**src/rtl/adc_seq_oversampler.sv**
```systemverilog
// Scans a channel mask over the modular-ADC command/response stream and averages 2^avg_log samples per channel.
// Latency: one command in flight at a time, so a channel costs 2^avg_log round trips plus one store cycle; a result read takes 1 cycle. Backpressure: cmd fields are held until cmd_ready.
module adc_seq_oversampler #(
    parameter int NCH         = 16,
    parameter int DW          = 12,
    parameter int AVG_MAX_LOG = 4,
    parameter int IDX_W       = 4
) (
    input  logic             CLK,
    input  logic             RESET,
    input  logic             enable,
    input  logic             start,
    input  logic             trigger,
    input  logic             trig_en,
    input  logic             free_run,
    input  logic [NCH-1:0]   chan_mask,
    input  logic [2:0]       avg_log,
    output logic             cmd_valid,
    output logic [4:0]       cmd_channel,
    output logic             cmd_sop,
    output logic             cmd_eop,
    input  logic             cmd_ready,
    input  logic             rsp_valid,
    input  logic [4:0]       rsp_channel,
    input  logic [DW-1:0]    rsp_data,
    input  logic [IDX_W-1:0] rd_idx,
    output logic [DW-1:0]    rd_data,
    output logic             rd_fresh,
    output logic             busy,
    output logic             done,
    output logic             irq,
    input  logic             irq_clr
);

    localparam int AW = DW + AVG_MAX_LOG;
    localparam int CW = AVG_MAX_LOG + 1;

    typedef enum logic [2:0] {
        S_IDLE,
        S_ISSUE,
        S_WAIT,
        S_STORE,
        S_FINISH
    } state_t;

    function automatic logic [4:0] lowest_bit(input logic [NCH-1:0] m);
        lowest_bit = '0;
        for (int i = NCH - 1; i >= 0; i--) begin
            if (m[i]) lowest_bit = 5'(i);
        end
    endfunction

    function automatic logic [4:0] highest_bit(input logic [NCH-1:0] m);
        highest_bit = '0;
        for (int i = 0; i < NCH; i++) begin
            if (m[i]) highest_bit = 5'(i);
        end
    endfunction

    function automatic logic [4:0] next_bit(input logic [NCH-1:0] m, input logic [4:0] cur);
        next_bit = '0;
        for (int i = NCH - 1; i >= 0; i--) begin
            if (m[i] && (5'(i) > cur)) next_bit = 5'(i);
        end
    endfunction

    function automatic logic [CW-1:0] last_of(input logic [2:0] a);
        last_of = CW'((32'd1 << a) - 32'd1);
    endfunction

    state_t                  state_q, state_d;
    logic [NCH-1:0]          mask_q, mask_d;
    logic [2:0]              alog_q, alog_d;
    logic [4:0]              ch_q, ch_d;
    logic [CW-1:0]           cnt_q, cnt_d;
    logic [AW-1:0]           acc_q, acc_d;
    logic                    first_q, first_d;
    logic [NCH-1:0][DW-1:0]  res_q, res_d;
    logic [NCH-1:0]          fresh_q, fresh_d;
    logic                    trig_q, trig_d;
    logic [IDX_W-1:0]        rd_idx_q, rd_idx_d;
    logic                    clr_arm_q, clr_arm_d;
    logic                    cmd_valid_q, cmd_valid_d;
    logic [4:0]              cmd_channel_q, cmd_channel_d;
    logic                    cmd_sop_q, cmd_sop_d;
    logic                    cmd_eop_q, cmd_eop_d;
    logic [DW-1:0]           rd_data_q, rd_data_d;
    logic                    rd_fresh_q, rd_fresh_d;
    logic                    busy_q, busy_d;
    logic                    done_q, done_d;
    logic                    irq_q, irq_d;

    logic [2:0]              alog_clamp;
    logic                    start_ok;
    logic [DW-1:0]           store_val;
    logic                    issue_next;

    assign alog_clamp = (int'(avg_log) > AVG_MAX_LOG) ? 3'(AVG_MAX_LOG) : avg_log;
    assign start_ok   = enable && (|chan_mask) && (start || (trig_en && trigger && !trig_q));
    assign store_val  = DW'(acc_q >> alog_q);

    always_comb begin
        state_d   = state_q;
        mask_d    = mask_q;
        alog_d    = alog_q;
        ch_d      = ch_q;
        cnt_d     = cnt_q;
        acc_d     = acc_q;
        first_d   = first_q;
        res_d     = res_q;
        fresh_d   = fresh_q;
        trig_d    = trigger;
        rd_idx_d  = rd_idx;
        clr_arm_d = 1'b0;
        irq_d     = irq_q;

        case (state_q)
            S_IDLE: begin
                if (start_ok) begin
                    mask_d  = chan_mask;
                    alog_d  = alog_clamp;
                    ch_d    = lowest_bit(chan_mask);
                    cnt_d   = '0;
                    acc_d   = '0;
                    first_d = 1'b1;
                    state_d = S_ISSUE;
                end
            end
            S_ISSUE: begin
                if (cmd_ready) begin
                    first_d = 1'b0;
                    state_d = S_WAIT;
                end else if (!enable) begin
                    state_d = S_IDLE;
                end
            end
            S_WAIT: begin
                // Only the response for the channel in flight counts; strays are dropped.
                if (rsp_valid && (rsp_channel == ch_q)) begin
                    if (!enable) begin
                        state_d = S_IDLE;
                    end else begin
                        acc_d = acc_q + AW'(rsp_data);
                        if (cnt_q < last_of(alog_q)) begin
                            cnt_d   = cnt_q + CW'(1);
                            state_d = S_ISSUE;
                        end else begin
                            state_d = S_STORE;
                        end
                    end
                end
            end
            S_STORE: begin
                for (int i = 0; i < NCH; i++) begin
                    if (5'(i) == ch_q) res_d[i] = store_val;
                end
                acc_d     = '0;
                cnt_d     = '0;
                clr_arm_d = 1'b1;
                if (!enable) begin
                    state_d = S_IDLE;
                end else if (ch_q == highest_bit(mask_q)) begin
                    state_d = S_FINISH;
                end else begin
                    ch_d    = next_bit(mask_q, ch_q);
                    state_d = S_ISSUE;
                end
            end
            S_FINISH: begin
                if (free_run && enable && (|chan_mask)) begin
                    mask_d  = chan_mask;
                    alog_d  = alog_clamp;
                    ch_d    = lowest_bit(chan_mask);
                    cnt_d   = '0;
                    acc_d   = '0;
                    first_d = 1'b1;
                    state_d = S_ISSUE;
                end else begin
                    state_d = S_IDLE;
                end
            end
            default: state_d = S_IDLE;
        endcase

        // Read-clear is applied first so a same-cycle store leaves the flag set.
        for (int i = 0; i < NCH; i++) begin
            if ((rd_idx != rd_idx_q || clr_arm_q) && (IDX_W'(i) == rd_idx)) fresh_d[i] = 1'b0;
            if ((state_q == S_STORE) && (5'(i) == ch_q)) fresh_d[i] = 1'b1;
        end

        if (irq_clr) irq_d = 1'b0;
        if (state_q == S_FINISH) irq_d = 1'b1;

        issue_next    = (state_d == S_ISSUE);
        cmd_valid_d   = issue_next;
        cmd_channel_d = issue_next ? ch_d : 5'd0;
        cmd_sop_d     = issue_next && first_d;
        cmd_eop_d     = issue_next && (cnt_d == last_of(alog_d)) && (ch_d == highest_bit(mask_d));
        busy_d        = (state_d != S_IDLE);
        done_d        = (state_d == S_FINISH);

        rd_data_d  = '0;
        rd_fresh_d = 1'b0;
        for (int i = 0; i < NCH; i++) begin
            if (IDX_W'(i) == rd_idx) begin
                rd_data_d  = res_q[i];
                rd_fresh_d = fresh_q[i];
            end
        end
    end

    always_ff @(posedge CLK) begin
        if (RESET) begin
            state_q       <= S_IDLE;
            mask_q        <= '0;
            alog_q        <= '0;
            ch_q          <= '0;
            cnt_q         <= '0;
            acc_q         <= '0;
            first_q       <= 1'b0;
            res_q         <= '0;
            fresh_q       <= '0;
            trig_q        <= 1'b0;
            rd_idx_q      <= '0;
            clr_arm_q     <= 1'b0;
            cmd_valid_q   <= 1'b0;
            cmd_channel_q <= '0;
            cmd_sop_q     <= 1'b0;
            cmd_eop_q     <= 1'b0;
            rd_data_q     <= '0;
            rd_fresh_q    <= 1'b0;
            busy_q        <= 1'b0;
            done_q        <= 1'b0;
            irq_q         <= 1'b0;
        end else begin
            state_q       <= state_d;
            mask_q        <= mask_d;
            alog_q        <= alog_d;
            ch_q          <= ch_d;
            cnt_q         <= cnt_d;
            acc_q         <= acc_d;
            first_q       <= first_d;
            res_q         <= res_d;
            fresh_q       <= fresh_d;
            trig_q        <= trig_d;
            rd_idx_q      <= rd_idx_d;
            clr_arm_q     <= clr_arm_d;
            cmd_valid_q   <= cmd_valid_d;
            cmd_channel_q <= cmd_channel_d;
            cmd_sop_q     <= cmd_sop_d;
            cmd_eop_q     <= cmd_eop_d;
            rd_data_q     <= rd_data_d;
            rd_fresh_q    <= rd_fresh_d;
            busy_q        <= busy_d;
            done_q        <= done_d;
            irq_q         <= irq_d;
        end
    end

    assign cmd_valid   = cmd_valid_q;
    assign cmd_channel = cmd_channel_q;
    assign cmd_sop     = cmd_sop_q;
    assign cmd_eop     = cmd_eop_q;
    assign rd_data     = rd_data_q;
    assign rd_fresh    = rd_fresh_q;
    assign busy        = busy_q;
    assign done        = done_q;
    assign irq         = irq_q;

endmodule

```
**config.mk**
```make
export PLATFORM = sky130hd
export DESIGN_NAME = adc_seq_oversampler
export DESIGN_NICKNAME = d
export VERILOG_FILES = /design/src/rtl/adc_seq_oversampler.sv
export SDC_FILE = /design/constraint.sdc
export NUM_CORES = 1
export LEC_CHECK = 0
export ABC_AREA = 1
export CAP_MARGIN = 10
export CORE_AREA = 2 2 210 212
export CTS_CLUSTER_DIAMETER = 150
export DETAILED_ROUTE_END_ITERATION = 8
export DIE_AREA = 0 0 212 214
export DONT_BUFFER_PORTS = 1
export PLACE_DENSITY = 0.61
export RECOVER_POWER = 100
export SLEW_MARGIN = 5
export SYNTH_ARGS = -nofsm -noshare
export SYNTH_HDL_FRONTEND = slang
export SYNTH_SLANG_ARGS = --single-unit
export TNS_END_PERCENT = 20
```
**constraint.sdc**
```tcl
create_clock -name CLK -period 3.55 [get_ports CLK]
set_input_delay 0.1775 -clock CLK [delete_from_list [all_inputs] [get_ports CLK]]
set_output_delay 0.1775 -clock CLK [all_outputs]
set_load 0.01 [all_outputs]
```
# Yosys cells after proc, flatten, opt, wreduce, memory -nomap -nowiden

Index checks and enable logic that the tools add are counted.

Bits in registers: 287
Input bits: 50
Output and inout port bits: 24
Word-level logic and storage cells: 395

$add $sub $neg: 4
Magnitude comparators: 18
Eq/ne operators: 45
Shifts and indexed selects: 3
Mux-type cells: 168
Bitwise gates (word level): 1
Reductions and logical operators: 104

Operators with widths:

| operator             | count |
|---|---|
| $mux W5              | 69 |
| $mux W12             | 16 |
| $mux W16             | 6 |
| $pmux W16 S4         | 1 |
| $logic_and A1 B1 Y1  | 58 |
| $mux W1              | 57 |
| $eq A4 B5 Y1 const A | 8 |
| $gt A4 B5 Y1 const A | 8 |
| $reduce_bool A2 Y1   | 18 |
| $eq A4 B4 Y1 const A | 8 |
| $pmux W16 S2         | 1 |
| $reduce_and A2 Y1    | 16 |
| $mux W3              | 9 |
| $eq A3 B5 Y1 const A | 4 |
| $eq A5 B5 Y1         | 4 |
| $gt A3 B5 Y1 const A | 4 |
| $pmux W5 S4          | 1 |
| $add A16 B12 Y16     | 1 |
| $eq A3 B4 Y1 const A | 4 |
| $reduce_or A16 Y1    | 1 |
| $shr A16 B3 Y12      | 1 |
| $pmux W3 S5          | 1 |
| $pmux W5 S3          | 1 |
| $eq A2 B5 Y1 const A | 2 |
| 30 further kinds     | 44 |

# Logic depth before layout (Yosys ltp)

Gate-level depths: netlist of the first run.

Depth in word-level cells: 24
Depth in mapped cells: 28
Depth with buffers taken out: 26

# Worst setup path after synthesis of the first run

OpenSTA, ideal clock, no wires.

Path type: flip-flop to flip-flop
Start: reg alog_q[2]
End: reg cmd_eop_q (netlist: cmd_eop)
Library setup time: 64 ps
Arrival time: 3298 ps
Required time: 3486 ps
Setup slack: 188 ps
Stages on the path, launching flop included: 26
Buffers on the path: 2
Period minus slack after synthesis: 3362 ps
Path through: dfxtp_1 inv_1 clkbuf_1 buf_1 nand3_1 ha_1 o21ai_0 xor2_1 ha_1 nand2_1 inv_1 nand3_1 nor2_1 nor3b_2 nand2_2 inv_1 nand3_1 nor2_1 a21boi_0 o21ai_0 nand3_1 xor2_1 nand3_1 nor2_1 nand2_1 nor2_1

Word-level cells in the longest chain between the ends: 10
Elaborated cells on any way between the ends: 20
Classes of those cells: add/sub (2); order compare (1); eq/ne (2); shift (2); mux (11); reduce/logical (2)

RTL lines:

| element                                      | line     | source |
|---|---|---|
| start: declaration                           | 73       | `logic [2:0] alog_q, alog_d;` |
| start signal: assignment                     | 238      | `alog_q <= alog_d;` |
| $shl A1 B3 Y5                                | 68       | `last_of = CW'((32'd1 << a) - 32'd1);` |
| $sub A5 B1 Y5                                | 68       |  |
| $lt A5 B5 Y1                                 | 144      | `if (cnt_q < last_of(alog_q)) begin` |
| $mux W5 or $mux W2 (tied branches)           | 144      |  |
| $mux W5 or $mux W2 (tied branches)           | 140      | `if (!enable) begin` |
| $mux W5 or $mux W3 (tied branches)           | 139      | `if (rsp_valid && (rsp_channel == ch_q)) begin` |
| $pmux W5 S4 or $pmux W3 S5 (tied branches)   | 117      | `case (state_q)` |
| $eq A5 B5 Y1 or $eq A3 B1 Y1 (tied branches) | 198, 194 |  |
| $logic_and A1 B1 Y1 (*) (2 in series)        | 198      | `cmd_eop_d = issue_next && (cnt_d == last_of(alog_d)) && (ch_d == highest_bit(mask_d));` |
| end signal: assignment                       | 251      | `cmd_eop_q <= cmd_eop_d;` |
| end: declaration                             | 86       | `logic cmd_eop_q, cmd_eop_d;` |

Mark *: on every way between the ends. The rest lies on a longest branch, timed or not.
A chain may end at the register's enable or synchronous reset.

# Worst setup path in the final report of the first run

Start: reg alog_q[1]
End: reg busy_q (netlist: busy)

Word-level cells in the longest chain between the ends: 8

RTL lines:

| element                | line | source |
|---|---|---|
| $shl A1 B3 Y5          | 68   |  |
| $sub A5 B1 Y5          | 68   |  |
| $lt A5 B5 Y1           | 144  |  |
| $mux W2                | 144  |  |
| $mux W2                | 140  |  |
| $mux W3                | 139  |  |
| $pmux W3 S5            | 117  |  |
| $reduce_bool A3 Y1     | 199  | `busy_d = (state_d != S_IDLE);` |
| end signal: assignment | 254  | `busy_q <= busy_d;` |
| end: declaration       | 89   | `logic busy_q, busy_d;` |

Every way passes these cells.

==> results by group, run 1 <==
Status
  • Status: completed

Setup path
  • FF-to-FF Start: alog_q[1]$_SDFF_PP0_
  • Crit path from: alog_q[1]$_SDFF_PP0_
  • Critical path start-end classification: reg -> reg
  • Max FO, Critical Path: 5
  • R2R depth: 17
  • Startpoint types: register
  • Worst Path Required: 3.99 ns
  • Setup crit end kind: register
  • Crit path DAT: 3.70 ns

STA
  • Final period utilization: 92.0%
  • Count of final max-slew check failures: 0
  • Max Clk Rate: 0.306 GHz
  • Skew final: 0.0233 ns
  • Actual slew at the worst max-slew pin: about 1.1 ns
  • TNS Setup: 0 ns
  • Rel. slew slack: roughly 23%
  • Final hold vios: 0
  • Final setup violation count: 0
  • Final min period: 3.26 ns
  • RSZ-0062 raised after global routing: false

Clock network
  • Clock Sinks: roughly 290
  • Clk slew on worst S/H paths: around 0.060 ns
  • Htree depth: 1
  • Clock root buffer: clkbuf_16
  • Maximum clock insertion buffer count: 3
  • CTS tree: yes
  • # resized after CTS: 0
  • Clk_lat worst skew: 0.58 ns
  • TritonCTS buffer count: 31

Power
  • Pwr dens: around 420 nW/um^2
  • Sw Share: 25.0%
  • Logic pwr share: a little under a tenth
  • Maximum vdd drop: 0.351 mV
  • Lkg Pwr: 0.00813 uW
  • Clk network pwr share: around 45%
  • P_sw: between 1500 and 2000 uW
  • Sequential share of power: between 40 and 50%
  • Cell internal pwr: 5390 uW

Flow run
  • Max Cap Violations: 0

Final layout
  • Area of the multi-input gates: around 6600 sq um
  • Finished layout cell area: 17000 sq um
  • Fillcell total: 4509
  • Non-filler cells, final: 2892
  • Final #Nets: 2355
  • Synthesis-to-layout area growth: 14.5%
  • Seq. cell area: approximately 5700 sq um
  • Ant diodes: 0
  • Share of cells above drive strength 1: 4.46%

Synth
  • Yosys warnings: 0
  • Yosys reg bits: 286
  • Commonest cells in the netlist: 524 x inv_1, 351 x nand2_1, 286 x dfxtp_1
  • Mapped Nets: about 2300
  • EDFF count, synth: 0
  • Cells after synthesis: 2262
  • Synth top area cells: dfxtp_1 39%, inv_1 13%, a21oi_1 9.2%
  • Cell Area, Synth: 14900 sq um
  • Ys flop type: dfxtp_1
  • Post-synth top area cell: dfxtp_1
  • Synth Area per Inst: 6.57 sq um
  • Sequential share of the synthesized area: between 30 and 40%
  • FFs w/ async S/R, synth: 0%
  • Share of the synthesized area in the top cell type: 38.5%
  • Count leader, synth: inv_1
  • Yosys cell types: 54

GRT
  • Initial antenna violation count: 0
  • First-pass GRT wire length: 66600 um
  • Overflow after GRT: 0
  • Largest net degree at the start of global routing: 193
  • Gr usage total: 17.6%
  • Vias in the first global route: 13000

Placement
  • Placed cell count: 2764
  • Port bufs: 0
  • GPL Wtd Cong: 0.867
  • Final HPWL DP: around 27000 um
  • Dpl cell area: 15300 sq um

Floorplanning
  • Die Ht: 214 um
  • Starting Density: 34.6%
  • Die area: 45400 sq um
  • Rows: 76
  • Core area: roughly 43000 sq um
  • Die X: 212 um
  • IO Pins: 74

Route
  • DR vias: 13900
  • Total length of routed wires: 39900 um
  • Avg Vias per Cell: 4.80
  • Drt pass-1 iters: 5
  • Initial DRC count: ~1100
  • DRC Markers: 0
  • Average wire per standard cell: 13.8 um
  • Remaining antenna violation count: 0

Worst hold path
  • Hold Crit Class: in -> reg
  • Hold path start: enable
  • Hold path depth: 5
## per-stage QoR
stage | util (%) | hold WS (ns) | total power, uW | setup slack (ns)
floorplan | - | 0.284 | 3810 | 0.188
global placement | 35.7 | 0.267 | 3910 | 0.463
detailed placement | 35.7 | 0.267 | 3920 | 0.397
CTS | 39.8 | 0.0187 | 7250 | 0.0536
global route | 39.7 | 0.0769 | 7500 | 0.0175
finish | 39.7 | 0.0554 | 7190 | 0.285
## state kept, by name, summed over array words and instances, names as in the netlist, 5 cells and up
register     cells
mask_q          15
fresh_q         16
cmd_channel      5
ch_q             5
res_q          192
acc_q           16
rd_data         12
cnt_q            5
## layer usage
layer | GRT usage (%) | up-vias | wire length, um
met5 | 0 | - | 0
met2 | 28.9 | 269 | 18000
met1 | 24.4 | 6365 | 19200
met3 | 2.13 | 59 | 1710
li1 | - | 7183 | -
met4 | 4.51 | 0 | 932
## final cells by class
class	instances	area share, %
well taps	585	4.30
clock inverters	8	0.632
repair buffers	96	5.27
flip-flops and latches	286	33.7
clock buffers	47	5.44
multi-input cells	1335	38.9
inverters	535	11.8
## logic make-up after synthesis
| group | Yosys count | share of synthesized area (%) |
|---|---|---|
| simple gates | 686 | 20.0 |
| buf+inv | 641 | 16.5 |
| compound gates | 617 | 22.4 |
| flops | 286 | 38.5 |
| fa+ha+maj | 20 | 1.74 |
| xor+xnor | 10 | 0.590 |
| mux | 2 | 0.135 |
## placed cells by master (no fill, tap or decap), types with 4 or more instances in the layout
master         instances
o21ai_0              254
clkbuf_1              12
clkinv_2               4
nand3_1               81
nand4_1               21
dfxtp_1              286
nand2_1              353
xor2_1                 8
dlygate4sd3_1         70
clkbuf_8               9
a31oi_1               15
nor2_1               171
nor2_4                 4
clkinv_1               4
nor3_1                16
o22ai_1               19
a21oi_1              274
buf_4                 19
nor2_2                 6
ha_1                  19
inv_1                529
or2_2                  5
a2111oi_0              7
o2111ai_1             16
nand2_2                5
nor4_1                13
o21ai_1                5
o21bai_1               4
clkbuf_16             31
## power by group through the flow
stage	clock network [uW]	registers (uW)	logic, uW
after CTS	3330	3260	655
after global routing	3490	3270	746
final	3260	3270	663
after detailed placement	0	3340	581
after global placement	0	3340	576
after floorplan	0	3320	488
## critical path: stages (launching register included)
cell and delay (ns):
dfxtp_1 0.39, inv_1 0.09, nand3_1 0.09, ha_1 0.20
o21ai_0 0.12, xor2_1 0.18, ha_1 0.31, nand2_1 0.09
inv_1 0.04, nand3_1 0.05, nor2_1 0.05, nor3b_2 0.21
clkbuf_4 0.17, o211ai_1 0.09, inv_1 0.08, nor2_1 0.04
dlygate4sd3_1 0.57, or3_1 0.37
## final timing paths
kind	slack, ns	end
worst min-delay path	0.06	cmd_channel[2]$_SDFF_PP0_
worst min register to register	0.48	rd_data[0]$_SDFF_PP0_
worst max register to register	0.29	busy$_SDFF_PP0_
worst max-delay path	0.29	busy$_SDFF_PP0_
## what timing repair did
action,CTS,global route
setup endpoints to repair,0,2
hold buffers,71,1
setup buffers,0,2
endpoints found under the hold margin,267,7
No activity file was read; power rests on OpenSTA's default activity.
==> run 2: changes to the inputs <==
Settings changed: ABC_AREA 1 to not set, CORE_AREA 2 2 210 212 to 2 2 204 206, DIE_AREA 0 0 212 214 to 0 0 206 208.
==> run 2 against run 1 <==
Effect of this change: the flow now finishes with violations (capacitance limit, slew limit); wire length increased by 6.4%; combinational power is 4.1% lower; final area is 2.8% lower; synthesized cell count down 26%; critical endpoint is now res_q[15]$_SDFFE_PP0P_; largest cell class unchanged.
==> results by group, run 2 <==
Setup path
  • Crit path from: state_q[1]$_SDFF_PP0_
  • Max FO, Critical Path: 22 (+17)
  • Crit path depth: 9 (-8)
  • CP Cell Sequence: clkbuf_1 -> nand2_1 -> nor2_1 -> nand3_1 -> nor2_1 -> clkbuf_2 -> nor2_1 -> a211oi_1 -> dlygate4sd3_1
  • Reg-to-Reg End: res_q[15]$_SDFFE_PP0P_
  • Max incr delay on CP: 0.58 ns (about the same)
  • Worst Path Required: 4.06 ns (+0.07 ns)
  • Startpoint types: register
  • Largest delay share family, worst path: buffers and inverters
  • Worst path most repeated cell: nor2_1
  • FF-to-FF Start: state_q[1]$_SDFF_PP0_
  • Critical path start-end classification: reg -> reg
  • Crit path to: res_q[15]$_SDFFE_PP0P_
  • Setup crit end kind: register
  • Crit path DAT: 3.77 ns (+0.07 ns)
  • R2R depth: 9 (-8)
  • R2R Setup Slk: 0.29 ns (about the same)
  • Crit path buf inv count: 3 (-2)
  • CP max-delay cell: dlygate4sd3_1

Final layout
  • Share of cells above drive strength 1: 9.02% (+4.6 points)
  • Final #Nets: 1778 (-25%)
  • Most frequent cells in the layout: 320 x nor2_1, 285 x dfxtp_1, 188 x a211oi_1
  • Ant diodes: 0 (unchanged)
  • Post-layout util: 40.8% (+1.1 points)
  • Non-filler cells, final: 2261 (-22%)
  • Most flops, register: res_q
  • Fillcell total: 4105 (-9.0%)
  • Top flop regs: res_q: 192 flops, acc_q: 16 flops, fresh_q: 16 flops
  • Max reg flops: 192 (unchanged)
  • Commonest non-fill, non-tap cell in the layout: nor2_1
  • Synthesis-to-layout area growth: 17.1%

Synth
  • Share of the synthesized area in the top cell type: 40.5% (+2.0 points)
  • Synth Area per Inst: 8.45 sq um (+29%)
  • Mapped Nets: 1742 (-25%)
  • Cells after synthesis: 1672 (-26%)
  • Sequential share of the synthesized area: 40.5% (+2.0 points)
  • Post-synth top area cell: dfxtp_1
  • Count leader, synth: nor2_1
  • Yosys cell types: 87 (+61%)
  • FFs w/ async S/R, synth: 0% (unchanged)
  • Yosys reg bits: 286 (unchanged)
  • Commonest cells in the netlist: 322 x nor2_1, 286 x dfxtp_1, 188 x a211oi_1
  • Cell Area, Synth: 14100 sq um (-4.9%)
  • Synth top area cells: dfxtp_1 41%, a211oi_1 10%, nor2_1 8.6%
  • Yosys warnings: 0 (unchanged)
  • Ys flop type: dfxtp_1
  • EDFF count, synth: 0 (unchanged)

Placement
  • Final HPWL DP: 27000 um (-1.8%)
  • Port bufs: 0 (unchanged)
  • GPL Wtd Cong: 0.945 (+9.0%)
  • Placed cell count: 2121 (-23%)

Floorplanning
  • Starting Density: 34.8% (+0.19 points)
  • Core area: 40600 sq um (-5.4%)
  • Die X: 206 um (-2.8%)
  • IO Pins: 74 (unchanged)
  • Rows: 74 (-2.6%)
  • Die Ht: 208 um (-2.8%)
  • Die area: 42800 sq um (-5.6%)

STA
  • Max Clk Rate: 0.306 GHz (about the same)
  • Rel. slew slack: -50.9% (-74 points)
  • Final hold slack: 0.0247 ns (-0.0307 ns)
  • RSZ-0062 raised after global routing: false
  • Actual slew at the worst max-slew pin: 2.26 ns (+1.11 ns)
  • Final setup violation count: 0 (unchanged)
  • Final min period: 3.26 ns (-0.000428 ns)
  • Final hold vios: 0 (unchanged)
  • Skew final: 0.0279 ns (+0.00463 ns)
  • Count of final max-slew check failures: 192 (+192)
  • Final period utilization: 92.0% (about the same)
  • TNS Setup: 0 ns (unchanged)

GRT
  • Initial antenna violation count: 0 (unchanged)
  • Gr usage total: 19.6% (+2.0 points)
  • Vias in the first global route: 12200 (-6.3%)
  • Largest net degree at the start of global routing: 192 (-0.52%)
  • Global Route met1 Usage: 27.4% (+3.0 points)
  • Overflow after GRT: 0 (unchanged)
  • First-pass GRT wire length: 68100 um (+2.4%)
  • Global route hottest layer: met2
  • Met2 usage in global routing: 31.8% (+2.9 points)
  • Met3 Resource Use GR: 2.90% (+0.77 points)

Clock network
  • Maximum clock insertion buffer count: 3 (unchanged)
  • Htree depth: 1 (unchanged)
  • Clk slew on worst S/H paths: 0.06 ns (about the same)
  • Clock root buffer: clkbuf_16
  • Clock Sinks: 286 (unchanged)
  • CTS tree: yes
  • TritonCTS buffer count: 30 (-3.2%)
  • Clk_lat worst skew: 0.59 ns (about the same)

Power
  • Total power: 7350 uW (+2.2%)
  • Lkg Pwr: 0.00580 uW (-29%)
  • Maximum vdd drop: 0.388 mV (+10%)
  • Pwr dens: 444 nW/um^2 (+5.1%)

Route
  • Remaining antenna violation count: 0 (unchanged)
  • Avg Vias per Cell: 5.62 (+17%)
  • Total length of routed wires: 42400 um (+6.4%)
  • Initial DRC count: 1060 (-6.0%)
  • Drt pass-1 iters: 5 (unchanged)
  • Average wire per standard cell: 18.8 um (+36%)
  • DR vias: 12700 (-8.4%)
  • DRC Markers: 0 (unchanged)

Status
  • Status: finished with violations
  • Failing checks: capacitance limit, slew limit

Flow run
  • Max Cap Violations: 1 (+1)

Worst hold path
  • Hold Crit Class: in -> reg
## run 2: how the worst min path moves through the flow
| stage | start | end | cells past startpoint |
|---|---|---|---|
| after floorplan | trigger | trig_q$_SDFF_PP0_ | 1 |
| after global placement | RESET | trig_q$_SDFF_PP0_ | 1 |
| after detailed placement | RESET | trig_q$_SDFF_PP0_ | 1 |
| after CTS | cmd_ready | cmd_sop$_SDFF_PP0_ | 4 |
| after global routing | chan_mask[1] | cmd_channel[0]$_SDFF_PP0_ | 3 |
| final | chan_mask[1] | cmd_channel[0]$_SDFF_PP0_ | 3 |
## run 2: power by group
part / switching [uW] / internal (uW)
Combinational: 388 / 247
Clock: 1340 / 2090
Sequential: 40.0 / 3240
Total: 1770 / 5570
## run 2: logic make-up (layout without fill, tap and decap cells)
logic type / after synthesis / after routing / share of synthesized area (%)
simple gates: 584 / 584 / 18.3
compound gates: 499 / 499 / 24.6
flops: 286 / 286 / 40.5
buf+inv: 173 / 230 / 4.88
mux: 82 / 82 / 7.98
xor+xnor: 27 / 27 / 1.77
fa+ha+maj: 21 / 21 / 1.90
## run 2: cell type report
cell class / instances / area [sq um] / area share (%)
Clock buffer: 40 / 838 / 5.07
Multi-Input combinational cell: 1213 / 7700 / 46.6
Timing Repair Buffer: 135 / 1200 / 7.29
Sequential cell: 286 / 5730 / 34.6
Tap cell: 532 / 666 / 4.03
Clock inverter: 13 / 238 / 1.44
Inverter: 42 / 158 / 0.953
## run 2: timing repair
item	in CTS	in global routing
hold buffers	87	0
buffers inserted	0	0
resized for setup	0	8
endpoints found under the setup margin	0	1
hold endpoints to repair	282	0
## run 2: routing by layer
metal	vias to the layer above	wire, um
li1	6158	-
met1	6104	19400
met5	-	0
met4	0	841
met3	56	2430
met2	393	19800
## run 2: worst min-delay path, cell delays in order
cell and delay [ns]:
o21ai_0 0.10, o211a_1 0.17, nor2_1 0.09
## run 2: metrics by stage
| stage | worst slack (ns) | cell area, sq um |
|---|---|---|
| 5_1_grt | 0.0194 | 16500 |
| 3_3_place_gp | 0.324 | 14600 |
| 3_5_place_dp | 0.198 | 14600 |
| 2_1_floorplan | 0.0166 | 14100 |
| 6_report | 0.286 | 16500 |
| 4_1_cts | 0.162 | 16600 |
==> run 3: changes to the inputs <==
Settings changed: CORE_AREA 2 2 204 206 to 2 2 191 193, DIE_AREA 0 0 206 208 to 0 0 193 195, PLACE_DENSITY 0.61 to not set.
==> run 3 against run 2 <==
Effect of this change: sequential cell count is the same; critical path depth grew 4; register-to-register slack lost 0.03 ns; critical path type unchanged; the flow finishes with violations (hold timing, capacitance limit, slew limit); critical endpoint is now cmd_eop$_SDFF_PP0_; clock power shrank 12%; clock skew shrank 0.016 ns.
==> results by group, run 3 (synthesized netlist as in run 2, its figures left out) <==
Route
  • Drt pass-1 iters: 5 (unchanged)
  • Avg Vias per Cell: 5.73 (+2.0%)
  • Total length of routed wires: 41400 um (-2.3%)
  • Initial DRC count: 867 (-18%)
  • Remaining antenna violation count: 0 (unchanged)
  • DR vias: 12600 (-1.0%)
  • DRC Markers: 0 (unchanged)
  • Average wire per standard cell: 18.9 um (+0.68%)

STA
  • Final setup violation count: 0 (unchanged)
  • TNS Setup: 0 ns (unchanged)
  • Actual slew at the worst max-slew pin: 2.24 ns (-0.0277 ns)
  • Count of final max-slew check failures: 192 (unchanged)
  • RSZ-0062 raised after global routing: false
  • Final hold vios: 1 (+1)
  • Final min period: 3.29 ns (+0.0282 ns)
  • Final period utilization: 92.8% (+0.80 points)
  • Final hold slack: -0.00561 ns (-0.0303 ns)
  • Skew final: 0.0117 ns (-0.0162 ns)
  • Rel. slew slack: -49.1% (+1.8 points)
  • Max Clk Rate: 0.304 GHz (-0.86%)

Clock network
  • Clock root buffer: clkbuf_16
  • Maximum clock insertion buffer count: 3 (unchanged)
  • Clk slew on worst S/H paths: 0.06 ns (about the same)
  • CTS tree: yes
  • Clock Sinks: 286 (unchanged)
  • TritonCTS buffer count: 30 (unchanged)
  • Htree depth: 1 (unchanged)
  • Post-CTS Setup Repair Bufs: 0 (unchanged)
  • Clk_lat worst skew: 0.57 ns (-0.02 ns)

Setup path
  • Crit path to: cmd_eop$_SDFF_PP0_
  • FF-to-FF Start: state_q[1]$_SDFF_PP0_
  • Critical path start-end classification: reg -> reg
  • Startpoint types: register
  • Worst Path Required: 4.01 ns (-0.05 ns)
  • Crit path DAT: 3.75 ns (-0.02 ns)
  • R2R depth: 13 (+4)
  • Reg-to-Reg End: cmd_eop$_SDFF_PP0_
  • Crit path from: state_q[1]$_SDFF_PP0_
  • R2R Setup Slk: 0.26 ns (-0.03 ns)
  • Setup crit end kind: register
  • Max FO, Critical Path: 7 (-68%)

Placement
  • Dpl cell area: 14500 sq um (-0.66%)
  • Placed cell count: 2049 (-3.4%)
  • Final HPWL DP: 26200 um (-2.9%)
  • GPL Wtd Cong: 0.857 (-9.3%)
  • Port bufs: 0 (unchanged)

Floorplanning
  • IO Pins: 74 (unchanged)
  • Die X: 193 um (-6.3%)
  • Rows: 69 (-6.8%)
  • Die area: 37600 sq um (-12%)
  • Die Ht: 195 um (-6.3%)
  • Core area: 35400 sq um (-13%)
  • Starting Density: 39.9% (+5.1 points)

Final layout
  • Most flops, register: res_q
  • Max reg flops: 192 (unchanged)
  • Share of cells above drive strength 1: 8.71% (-0.31 points)
  • Most frequent cells in the layout: 321 x nor2_1, 285 x dfxtp_1, 188 x a211oi_1
  • Top flop regs: res_q: 192 flops, acc_q: 16 flops, fresh_q: 16 flops
  • Final #Nets: 1779 (+0.056%)
  • Non-filler cells, final: 2195 (-2.9%)
  • Synthesis-to-layout area growth: 15.6%
  • Finished layout cell area: 16300 sq um (-1.3%)
  • Commonest non-fill, non-tap cell in the layout: nor2_1

Power
  • Lkg Pwr: 0.00572 uW (-1.3%)
  • Sw Share: 25.3% (+1.2 points)
  • Clk network pwr share: 43.5% (-3.2 points)
  • Maximum vdd drop: 0.420 mV (+8.2%)
  • Pwr dens: 424 nW/um^2 (-4.6%)
  • P_sw: 1750 uW (-1.1%)
  • Cell internal pwr: 5170 uW (-7.3%)
  • Logic pwr share: 9.1% (+0.4 points)
  • Sequential share of power: 47.4% (+2.8 points)

GRT
  • Overflow after GRT: 0 (unchanged)
  • Initial antenna violation count: 0 (unchanged)
  • Largest net degree at the start of global routing: 192 (unchanged)
  • Global route hottest layer: met2
  • Gr usage total: 22.0% (+2.4 points)
  • Global Route met1 Usage: 30.3% (+2.9 points)
  • Vias in the first global route: 12200 (+0.33%)
  • Met3 Resource Use GR: 3.41% (+0.52 points)
  • First-pass GRT wire length: 67200 um (-1.3%)
  • Met2 usage in global routing: 35.7% (+3.9 points)

Worst hold path
  • Hold Crit Class: in -> reg

Status
  • Failing checks: hold timing, capacitance limit, slew limit
  • Status: finished with violations

Flow run
  • Max Cap Violations: 1 (unchanged)
-- run 3: critical path: stages, from the launching register on --
cell and delay, ns:
dfxtp_1 0.30, or3b_1 0.38, a21oi_2 0.14, and2_4 0.20
nand3b_1 0.07, dlygate4sd3_1 0.55, o21ai_0 0.10, nand3_1 0.12
ha_2 0.24, nor4_2 0.27, a211o_1 0.15, a21oi_1 0.06
a211o_1 0.28, a2111oi_2 0.33
-- run 3: what timing repair did --
action                                 in CTS  in global routing
endpoints found under the hold margin     281                  0
setup endpoints to repair                   0                  1
gates resized for setup                     0                  9
hold buffers                               89                  0
-- run 3: how the worst min path moves through the flow --
stage / from / end / slack (ns) / cells after the start
floorplan: trigger / trig_q$_SDFF_PP0_ / 0.31 / 1
global placement: RESET / trig_q$_SDFF_PP0_ / 0.27 / 1
detailed placement: RESET / trig_q$_SDFF_PP0_ / 0.27 / 1
CTS: rd_idx[3] / rd_data[1]$_SDFF_PP0_ / 0.0004 / 3
global route: rd_idx[3] / rd_data[1]$_SDFF_PP0_ / 0.007 / 3
finish: rd_idx[3] / rd_data[1]$_SDFF_PP0_ / -0.006 / 3
-- run 3: cell type report --
class / count / area [sq um]
Multi-Input combinational cell: 1213 / 7710
Clock inverter: 14 / 91.3
Sequential cell: 286 / 5730
Clock buffer: 42 / 856
Antenna cell: 1 / 2.50
Timing Repair Buffer: 136 / 1200
Fill cell: 3536 / 19100
Inverter: 42 / 158
Tap cell: 461 / 577
-- run 3: per-layer routing --
metal,vias to the layer above,wire (um)
met3,78,2140
met4,0,1210
met5,-,0
met1,5986,19000
li1,6183,-
met2,336,19000
-- run 3: power groups by stage --
| stage | Combinational (uW) | Clock, uW | Sequential, uW |
|---|---|---|---|
| 2_1_floorplan | 495 | 0 | 3330 |
| 3_3_place_gp | 558 | 0 | 3350 |
| 3_5_place_dp | 559 | 0 | 3350 |
| 4_1_cts | 633 | 3070 | 3280 |
| 5_1_grt | 691 | 3190 | 3280 |
| 6_report | 633 | 3010 | 3280 |
-- run 3: through the flow --
stage	power (uW)	utilization [%]	setup slack, ns
2_1_floorplan	3830	-	0.0166
3_3_place_gp	3910	41.0	0.341
3_5_place_dp	3910	41.0	0.207
4_1_cts	6980	46.3	0.0619
5_1_grt	7170	46.1	0.00383
6_report	6920	46.1	0.257
